**config.mk**
```make
export PLATFORM = sky130hd
export DESIGN_NAME = shift_sequencer
export DESIGN_NICKNAME = d
export VERILOG_FILES = /design/src/rtl/shift_sequencer.sv
export SDC_FILE = /design/constraint.sdc
export NUM_CORES = 1
export LEC_CHECK = 0
export ABC_AREA = 1
export BUFFER_PORTS_ARGS = -buffer_cell sky130_fd_sc_hd__buf_2
export CELL_PAD_IN_SITES_DETAIL_PLACEMENT = 2
export CELL_PAD_IN_SITES_GLOBAL_PLACEMENT = 2
export CORE_MARGIN = 2
export CORE_UTILIZATION = 30
export CTS_BUF_LIST = sky130_fd_sc_hd__clkbuf_16
export DETAILED_ROUTE_END_ITERATION = 6
export GPL_ROUTABILITY_DRIVEN = 0
export PLACE_DENSITY_LB_ADDON = 0.1
export SLEW_MARGIN = 0
export SYNTH_ARGS = -nofsm -noshare
export SYNTH_HDL_FRONTEND = slang
export SYNTH_SLANG_ARGS = --single-unit
```
**constraint.sdc**
```tcl
create_clock -name clk -period 3.41 [get_ports clk]
set_input_delay 0.1705 -clock clk [delete_from_list [all_inputs] [get_ports clk]]
set_output_delay 0.1705 -clock clk [all_outputs]
set_load 0.005 [all_outputs]
```
**src/rtl/shift_sequencer.sv**
```systemverilog
// Multi-cycle shift initiator: applies the single-step shifter op once per cycle
// for a captured amount, then raises a one-cycle done pulse.
module shift_sequencer #(
   parameter int N     = 4,
   parameter int AMT_W = 3
) (
   input  logic             clk,
   input  logic             rst,
   input  logic             start,
   input  logic [1:0]       op,
   input  logic [N-1:0]     din,
   input  logic [AMT_W-1:0] amt,
   output logic             busy,
   output logic             done,
   output logic [N-1:0]     dout
);

   typedef enum logic [1:0] {
      IDLE,
      SHIFT,
      DONE
   } state_t;

   state_t           state;
   logic [1:0]       op_q;
   logic [AMT_W-1:0] count;

   // One application of the datapath's single-step shifter; shift-in is always 0.
   function automatic logic [N-1:0] step(input logic [1:0] code, input logic [N-1:0] v);
      case (code)
         2'b00:   return {v[N-2:0], 1'b0};
         2'b01:   return v;
         2'b10:   return {1'b0, v[N-1:1]};
         default: return '0;
      endcase
   endfunction

   // busy/done are registered from the next state so they line up exactly with SHIFT/DONE.
   always_ff @(posedge clk or posedge rst) begin
      if (rst) begin
         state <= IDLE;
         op_q  <= 2'b00;
         count <= '0;
         dout  <= '0;
         busy  <= 1'b0;
         done  <= 1'b0;
      end else begin
         case (state)
            IDLE: begin
               if (start) begin
                  op_q  <= op;
                  count <= amt;
                  busy  <= 1'b1;
                  if (op == 2'b11) begin
                     dout  <= '0;
                     state <= DONE;
                     done  <= 1'b1;
                  end else if (op == 2'b01 || amt == '0) begin
                     dout  <= din;
                     state <= DONE;
                     done  <= 1'b1;
                  end else begin
                     dout  <= din;
                     state <= SHIFT;
                     done  <= 1'b0;
                  end
               end
            end
            SHIFT: begin
               dout  <= step(op_q, dout);
               count <= count - AMT_W'(1);
               if (count == AMT_W'(1)) begin
                  state <= DONE;
                  done  <= 1'b1;
               end
            end
            DONE: begin
               state <= IDLE;
               busy  <= 1'b0;
               done  <= 1'b0;
            end
            default: begin
               state <= IDLE;
               busy  <= 1'b0;
               done  <= 1'b0;
            end
         endcase
      end
   end

endmodule

```
==> results.yml, run 1 <==
clock_network:
  ctsHoldBuffers: 1
  cts_buffer_depth: 2
  clock_latency_ns: 0.24
  cts_made_buffers: 3
  cts_sinks: 13
  tritoncts: "built"
  cts_root_buffer: "clkbuf_16"
  path_clk_slew_ns: 0.05
  h-tree-depth: 1
  cts_setup_buffers: 0
  cts-resized-gates: 0
routing:
  drc: 0
  routed_wl_mm: 2.10
  num_vias: 703
  drt_iter0_markers: 8
  viasPerCell: 4.66
  drtPass1Iterations: 3
  ant_nets: 0
  post_drt_wl_per_cell_um: 13.9
outcome:
  outcome: "complete, no violations"
grt:
  globalRouteOverflowTotal: 0
  antenna_found_initial: 0
  track_usage: 0.176
  grt_max_degree: 14
  grt_pass1_vias: 750
  grt_first_pass_wirelength_mm: 3.56
sta:
  rsz0062_at_grt: "false"
  hold_viol_final: 0
  worstMarginPinSlew_ns: 0.530
  slew_headroom: 0.646
  post-route-period-util: 0.371
  setup_viol: 0
  skew_ns: 0.00216
  finalHoldWorstSlack_ns: 0.207
  setup-tns-final_ns: 0
  min_period_ns: 1.27
  drv_slew: 0
  fmax_mhz: 790
hold_path:
  hp-class: "primary input to register"
  holdPathStages: 3
synth:
  ys_ff_latch: 13
  syn_area_per_cell_sq_um: 7.51
  yosysMostFrequentCell: "nand2_1"
  ys_warn_count: 0
  synth_edf_count: 0
  netlist.area_leader.share: 0.438
  mappedNetlistArea_sq_um: 743
  ys_seq_area_frac: 0.438
  async_flop_share: 1.00
  synth_fp_nets: 113
  synth_flop_cell: "dfrtp_1"
  synth_area_leaders: "dfrtp_1, nand2_1, nand3_1"
  synth_top_area_cell: "dfrtp_1"
  yosys.cell_types.count: 15
  synth_cells: 99
  synth_common_cells: "nand2_1, dfrtp_1, inv_1"
final_layout:
  nets: 136
  fillerInstances: 290
  syn_to_final_growth_pct: 28.5
  antenna_cells: 0
  drive_above_1_share: 0.248
  multiInputGateArea_sq_um: 373
  seq_area_sq_um: 325
  stdcell_area_sq_um: 955
critical_path:
  crit_path_end_kind: "register"
  crit_type: "register to register"
  arrival_ns: 1.39
  crit_fanout: 10
  path_cells: "inv_1 > nand2_4 > o21ai_4 > inv_2 > nand2_1 > nand2_1"
  crit_required_ns: 3.54
  critPathMaxStageDelay_ns: 0.41
  crit_top_cell: "nand2_1"
  r2r_cells: 6
  start_kind: "register"
  slowest_stage: "dfrtp_1"
floorplan:
  die_area_sq_um: 2890
  coreArea_sq_um: 2410
  die_h_um: 53.8
  die_x_um: 53.8
  num_rows: 18
  start_util: 0.308
  num_io_pins: 18
power:
  ir_drop_uv: 370
  p_total_uw: 882
  leakagePower_uw: 0.000532
  power_density_nw_per_um2: 924
placement:
  dp_hpwl_mm: 1.58
  place_area_sq_um: 866
  portBuffers: 17
flow_run:
  drv_cap: 0
==> report_power, final <==
part	switching [uW]	internal [uW]
combinational	239	135
sequential	63.2	226
clock	64.5	155
total	366	516
==> state kept, by name, summed over array words and instances (netlist names) <==
name   cells
busy       1
count      3
done       1
dout       4
op_q       2
state      2
==> per-stage QoR <==
stage / util / std cells / setup slack (ns)
after floorplan: - / 99 / 2.31
after global placement: 0.359 / 146 / 2.18
after detailed placement: 0.359 / 146 / 2.16
after CTS: 0.396 / 151 / 2.12
after global routing: 0.396 / 151 / 2.03
final: 0.396 / 151 / 2.14
==> kinds of logic (layout without fill, tap and decap cells) <==
kind of cell / count (synthesis) / after routing / share of synthesized area
compound gates: 12 / 12 / 0.101
flops: 13 / 13 / 0.438
buf+inv: 12 / 34 / 0.0606
fa+ha+maj: 2 / 2 / 0.0337
simple gates: 60 / 60 / 0.367
==> critical path, delay by kind of cell (launching register included) <==
family	cells	cell delay, ns
buffers and inverters	2	0.24
DFF	1	0.41
and+or+nand+nor	3	0.26
AOI/OAI and AO/OA	1	0.24
==> cells in the final DEF, fill, tap and decap left out <==
cell type,instances
nand2_1,37
dfrtp_1,13
a21oi_1,3
nand3_1,8
nand2_2,2
o21ai_0,7
dlygate4sd3_1,1
nand4_1,1
ha_1,2
inv_2,2
nor2_1,8
o21ai_4,1
nand2_4,3
inv_1,11
nor2_4,1
clkbuf_16,3
buf_2,17
o21ai_2,1
==> final timing paths <==
kind	end	start	slack [ns]
min in group asynchronous	op_q[1]$_DFFE_PP0P_	rst	0.51
worst max register to register	dout[3]$_DFFE_PP0P_	state[1]$_DFFE_PP0P_	2.14
worst min register to register	busy$_DFFE_PP0P_	busy$_DFFE_PP0P_	0.48
max in group asynchronous	count[0]$_DFFE_PP0P_	rst	2.55
worst max-delay path	dout[3]$_DFFE_PP0P_	state[1]$_DFFE_PP0P_	2.14
worst min-delay path	op_q[1]$_DFFE_PP0P_	op[1]	0.21
==> layer usage <==
| layer | up-vias | global-route usage | share of wire |
|---|---|---|---|
| met4 | 0 | 0.0513 | 0.010 |
| met1 | 333 | 0.201 | 0.42 |
| li1 | 353 | - | - |
| met3 | 5 | 0.0417 | 0.034 |
| met5 | - | 0 | 0 |
| met2 | 12 | 0.319 | 0.53 |
==> area by class of cell <==
| cell class | count | area share |
|---|---|---|
| multi-input combinational | 74 | 0.391 |
| sequential | 13 | 0.341 |
| timing repair buffer | 18 | 0.0996 |
| clock buffer | 3 | 0.0786 |
| inverter | 12 | 0.0472 |
| tap | 30 | 0.0393 |
| clock inverter | 1 | 0.00393 |
Power figures use the tool's default switching activity.
==> run 2, diff against run 1 <==
--- a/config.mk
+++ b/config.mk
@@ -10,7 +10,7 @@
 export CELL_PAD_IN_SITES_DETAIL_PLACEMENT = 2
 export CELL_PAD_IN_SITES_GLOBAL_PLACEMENT = 2
 export CORE_MARGIN = 2
-export CORE_UTILIZATION = 30
+export CORE_UTILIZATION = 28
 export CTS_BUF_LIST = sky130_fd_sc_hd__clkbuf_16
 export DETAILED_ROUTE_END_ITERATION = 6
 export GPL_ROUTABILITY_DRIVEN = 0
==> constraint.sdc (replaced) <==
create_clock -name clk -period 1.3 [get_ports clk]
set_input_delay 0.065 -clock clk [delete_from_list [all_inputs] [get_ports clk]]
set_output_delay 0.065 -clock clk [all_outputs]
set_load 0.005 [all_outputs]
==> run 2 against run 1 <==
Against the previous run: register-to-register slack worse by 2.0 ns; sequential share of layout area is 0.35 points lower; wire length is 4.1% higher; clock power grew to 2.7 times the previous value; global-route usage is 1.5 points lower; power grew to 2.7 times the previous value; setup slack worse by 2.0 ns; first-iteration DRC count is 63% higher; core utilization is 1.0 points lower.
==> results.yml, run 2 (synthesis gave the netlist of run 1 again) <==
routing:
  ant_nets: 0
  viasPerCell: 4.76
  post_drt_wl_per_cell_um: 14.4
  drc: 0
  num_vias: 724
  routed_wl_mm: 2.19
  drtPass1Iterations: 4
  drt_iter0_markers: 13
grt:
  grt_pass1_vias: 804
  antenna_found_initial: 0
  grt_first_pass_wirelength_mm: 3.82
  grt_max_degree: 14
  globalRouteOverflowTotal: 0
  track_usage: 0.161
sta:
  hold_viol_final: 0
  worstMarginPinSlew_ns: 0.545
  skew_ns: 0.000797
  fmax_mhz: 846
  setup_viol: 0
  min_period_ns: 1.18
  rsz0062_at_grt: "false"
  fin_ws_ns: 0.118
  slew_headroom: 0.636
  post-route-period-util: 0.909
  setup-tns-final_ns: 0
  drv_slew: 0
critical_path:
  critPathCapture: "count[2]$_DFFE_PP0P_"
  crit_path_end_kind: "register"
  crit_type: "register to register"
  arrival_ns: 1.32
  start_kind: "register"
  timing.rr.start: "state[0]$_DFFE_PP0P_"
  reg2reg_setup_slack_ns: 0.12
  crit_fanout: 9
  crit_start: "state[0]$_DFFE_PP0P_"
  r2r-end: "count[2]$_DFFE_PP0P_"
  crit_required_ns: 1.43
  r2r_cells: 6
placement:
  dp_hpwl_mm: 1.77
  place_area_sq_um: 873
  portBuffers: 17
  place_ws_ns: 0.0591
clock_network:
  cts_buffer_depth: 2
  cts_made_buffers: 3
  h-tree-depth: 1
  tritoncts: "built"
  cts_root_buffer: "clkbuf_16"
  clock_latency_ns: 0.25
  cts_sinks: 13
  cts_setup_buffers: 0
  path_clk_slew_ns: 0.05
final_layout:
  syn_to_final_growth_pct: 29.8
  stdcell_area_sq_um: 965
  multiInputGateArea_sq_um: 375
  largest_register_ff_count: 4
  antenna_cells: 0
  fillerInstances: 298
  reg_top3: "dout: 4 flops, count: 3 flops"
  largest_register: "dout"
  drive_above_1_share: 0.262
  seq_area_sq_um: 325
  final_cell_mix: "nand2_1, buf_2, dfrtp_1"
  nets: 137
  layout_commonest_cell: "nand2_1"
flow_run:
  drv_cap: 0
hold_path:
  hp-class: "primary input to register"
power:
  ir_drop_uv: 1200
  leakagePower_uw: 0.000537
  power_density_nw_per_um2: 2440
  p_total_uw: 2360
outcome:
  outcome: "complete, no violations"
floorplan:
  num_io_pins: 18
  start_util: 0.297
  die_x_um: 55.5
  coreArea_sq_um: 2500
  die_h_um: 55.5
  die_area_sq_um: 3080
  num_rows: 18
## run 2: worst max-delay path: stages (launching register included)
cell     delay, ns
dfrtp_1       0.44
nor2_2        0.18
nand2_4       0.12
nand2_4       0.11
inv_1         0.04
a21oi_1       0.12
nor2_1        0.05
## run 2: cell type report
type                    instances  share of cell area
repair buffers                 19               0.106
clock inverters                 1             0.00389
flip-flops and latches         13               0.337
well taps                      30              0.0389
clock buffers                   3              0.0778
multi-input cells              74               0.389
inverters                      12              0.0467
## run 2: metrics by stage
stage               hold WS, ns  instances   util
floorplan               -0.0580         99      -
global placement          0.138        147  0.349
detailed placement        0.147        147  0.349
CTS                       0.106        152  0.385
global route              0.126        152  0.386
finish                    0.102        152  0.386
## run 2: what timing repair did
action / 4_1_cts / 5_1_grt
hold buffers: 1 / 0
setup endpoints to repair: 0 / 5
hold endpoints to repair: 13 / 0
gates resized for setup: 0 / 1
## run 2: layer usage
layer  global-route usage  routed length, um  share of wire
met5                    0                  0              0
met4               0.0732                 46          0.021
met3               0.0398                 88          0.040
met2                0.245                967           0.44
met1                0.213               1080           0.50
## run 2: worst min path at each step
stage               startpoint             endpoint  slack (ns)  depth (start not counted)
floorplan                  rst     busy$_DFFE_PP0P_       -0.06                          1
global placement           rst  op_q[1]$_DFFE_PP0P_        0.14                          2
detailed placement         rst  op_q[1]$_DFFE_PP0P_        0.15                          2
CTS                      op[1]  op_q[1]$_DFFE_PP0P_        0.11                          3
global route             op[1]  op_q[1]$_DFFE_PP0P_        0.13                          3
finish                   op[1]  op_q[1]$_DFFE_PP0P_        0.10                          3
## run 2: report_power, final
part	total [uW]	internal, uW	switching (uW)
sequential	763	593	169
combinational	1000	371	632
clock	590	407	184
==> run 3, diff against run 2 <==
--- a/config.mk
+++ b/config.mk
@@ -10,8 +10,8 @@
 export CELL_PAD_IN_SITES_DETAIL_PLACEMENT = 2
 export CELL_PAD_IN_SITES_GLOBAL_PLACEMENT = 2
 export CORE_MARGIN = 2
-export CORE_UTILIZATION = 28
-export CTS_BUF_LIST = sky130_fd_sc_hd__clkbuf_16
+export CORE_UTILIZATION = 30
+export CTS_BUF_LIST = sky130_fd_sc_hd__clkbuf_8
 export DETAILED_ROUTE_END_ITERATION = 6
 export GPL_ROUTABILITY_DRIVEN = 0
 export PLACE_DENSITY_LB_ADDON = 0.1
==> run 3 against run 2 <==
Against the previous run: via count decreased by 5.5%; die area decreased by 6.2%; clock power decreased by 40%; hold slack improved by 0.0082 ns; first-iteration DRC count decreased by 77%; cell area decreased by 4.5%; combinational power decreased by 4%; non-clock buffer count decreased by 1; sequential power about the same; global-route usage increased by 1.0 points; setup slack got worse by 0.011 ns; critical path depth unchanged.
==> results.yml, run 3 (synthesis gave the netlist of run 1 again) <==
outcome:
  outcome: "complete, no violations"
routing:
  post_drt_wl_per_cell_um: 13.2
  wirelength_met1_um: 882
  top_layer_used: "met4"
  viasPerCell: 4.53
  drc: 0
  ant_nets: 0
  dr_wl_met2_mm: 1.04
  drt_iter0_markers: 3
  routed_wl_mm: 1.99
  num_vias: 684
  drtPass1Iterations: 2
  wl_met3_um: 49
grt:
  grt_pass1_vias: 709
  antenna_found_initial: 0
  track_usage: 0.171
  grt_max_degree: 14
  globalRouteOverflowTotal: 0
  grt_first_pass_wirelength_mm: 3.38
power:
  power_density_nw_per_um2: 2260
  leakagePower_uw: 0.000516
  ir_drop_uv: 928
sta:
  setup-tns-final_ns: 0
  fmax_mhz: 838
  setup_viol: 0
  hold_viol_final: 0
  min_period_ns: 1.19
  skew_ns: 0.00305
  slew_headroom: 0.649
  drv_slew: 0
  fin_ws_ns: 0.106
  post-route-period-util: 0.918
  rsz0062_at_grt: "false"
  worstMarginPinSlew_ns: 0.526
final_layout:
  syn_to_final_growth_pct: 23.9
  reg_top3: "dout: 4 flops, count: 3 flops"
  antenna_cells: 0
  final_cell_mix: "nand2_1, buf_2, dfrtp_1"
  nets: 136
  fillerInstances: 292
  layout_commonest_cell: "nand2_1"
  drive_above_1_share: 0.256
  largest_register: "dout"
  largest_register_ff_count: 4
critical_path:
  timing.rr.start: "state[0]$_DFFE_PP0P_"
  crit_type: "register to register"
  crit_path_end_kind: "register"
  crit_required_ns: 1.43
  reg2reg_setup_slack_ns: 0.11
  crit_fanout: 9
  start_kind: "register"
  r2r-end: "dout[1]$_DFFE_PP0P_"
  r2r_cells: 6
  arrival_ns: 1.33
flow_run:
  drv_cap: 0
clock_network:
  cts_sinks: 13
  cts_setup_buffers: 0
  cts_root_buffer: "clkbuf_8"
  cts_buffer_depth: 2
  clock_latency_ns: 0.24
  cts_made_buffers: 3
  h-tree-depth: 1
  tritoncts: "built"
  path_clk_slew_ns: 0.06
placement:
  portBuffers: 17
  place_ws_ns: 0.0480
  dp_hpwl_mm: 1.61
floorplan:
  die_x_um: 53.8
  die_h_um: 53.8
  die_area_sq_um: 2890
  num_rows: 18
  coreArea_sq_um: 2410
  num_io_pins: 18
  start_util: 0.308
hold_path:
  worstHoldStart: "op[1]"
  holdPathStages: 3
  min_to: "op_q[1]$_DFFE_PP0P_"
  hp-class: "primary input to register"
## run 3: final cells by class
class	instances	area, sq um	share of cell area
Multi-Input combinational cell	74	373	0.405
Clock inverter	1	3.75	0.00408
Timing Repair Buffer	18	95.1	0.103
Inverter	12	45.0	0.0489
Sequential cell	13	325	0.353
Tap cell	30	37.5	0.0408
Clock buffer	3	41.3	0.0448
## run 3: metal layers
layer / vias to the layer above / global-route usage
met3: 2 / 0.0333
met4: 0 / 0.0769
li1: 354 / -
met5: - / 0
met1: 317 / 0.207
met2: 11 / 0.291
## run 3: critical path, stage by stage, from the launching register on
cell,delay (ns)
dfrtp_1,0.44
nor2_1,0.20
nand2_4,0.14
o21ai_4,0.11
inv_2,0.08
nand2_1,0.06
nand2_1,0.05
## run 3: worst max path at each step
stage,startpoint,end,slack [ns],cells past startpoint
floorplan,state[0]$_DFFE_PP0P_,count[2]$_DFFE_PP0P_,0.20,6
global placement,state[1]$_DFFE_PP0P_,dout[3]$_DFFE_PP0P_,0.07,6
detailed placement,state[1]$_DFFE_PP0P_,dout[1]$_DFFE_PP0P_,0.05,6
CTS,state[1]$_DFFE_PP0P_,dout[1]$_DFFE_PP0P_,0.03,6
global route,state[0]$_DFFE_PP0P_,count[2]$_DFFE_PP0P_,0.01,6
finish,state[0]$_DFFE_PP0P_,dout[1]$_DFFE_PP0P_,0.11,6
## run 3: stage by stage
step	hold WS [ns]	instances	util	cell area [sq um]	power, uW
finish	0.110	151	0.382	921	2080
floorplan	-0.0580	99	-	743	1430
CTS	0.110	151	0.382	921	2130
detailed placement	0.134	146	0.359	866	1760
global placement	0.133	146	0.359	866	1720
global route	0.138	151	0.382	921	2320
## run 3: report_power, final
part	internal (uW)	total [uW]	switching, uW
combinational	351	964	614
sequential	592	760	168
clock	208	355	147
total	1150	2080	928
## run 3: timing repair
action / in CTS / in global routing
gates resized for setup: 0 / 1
hold buffers: 1 / 0
hold endpoints to repair: 13 / 0
endpoints found under the setup margin: 0 / 4
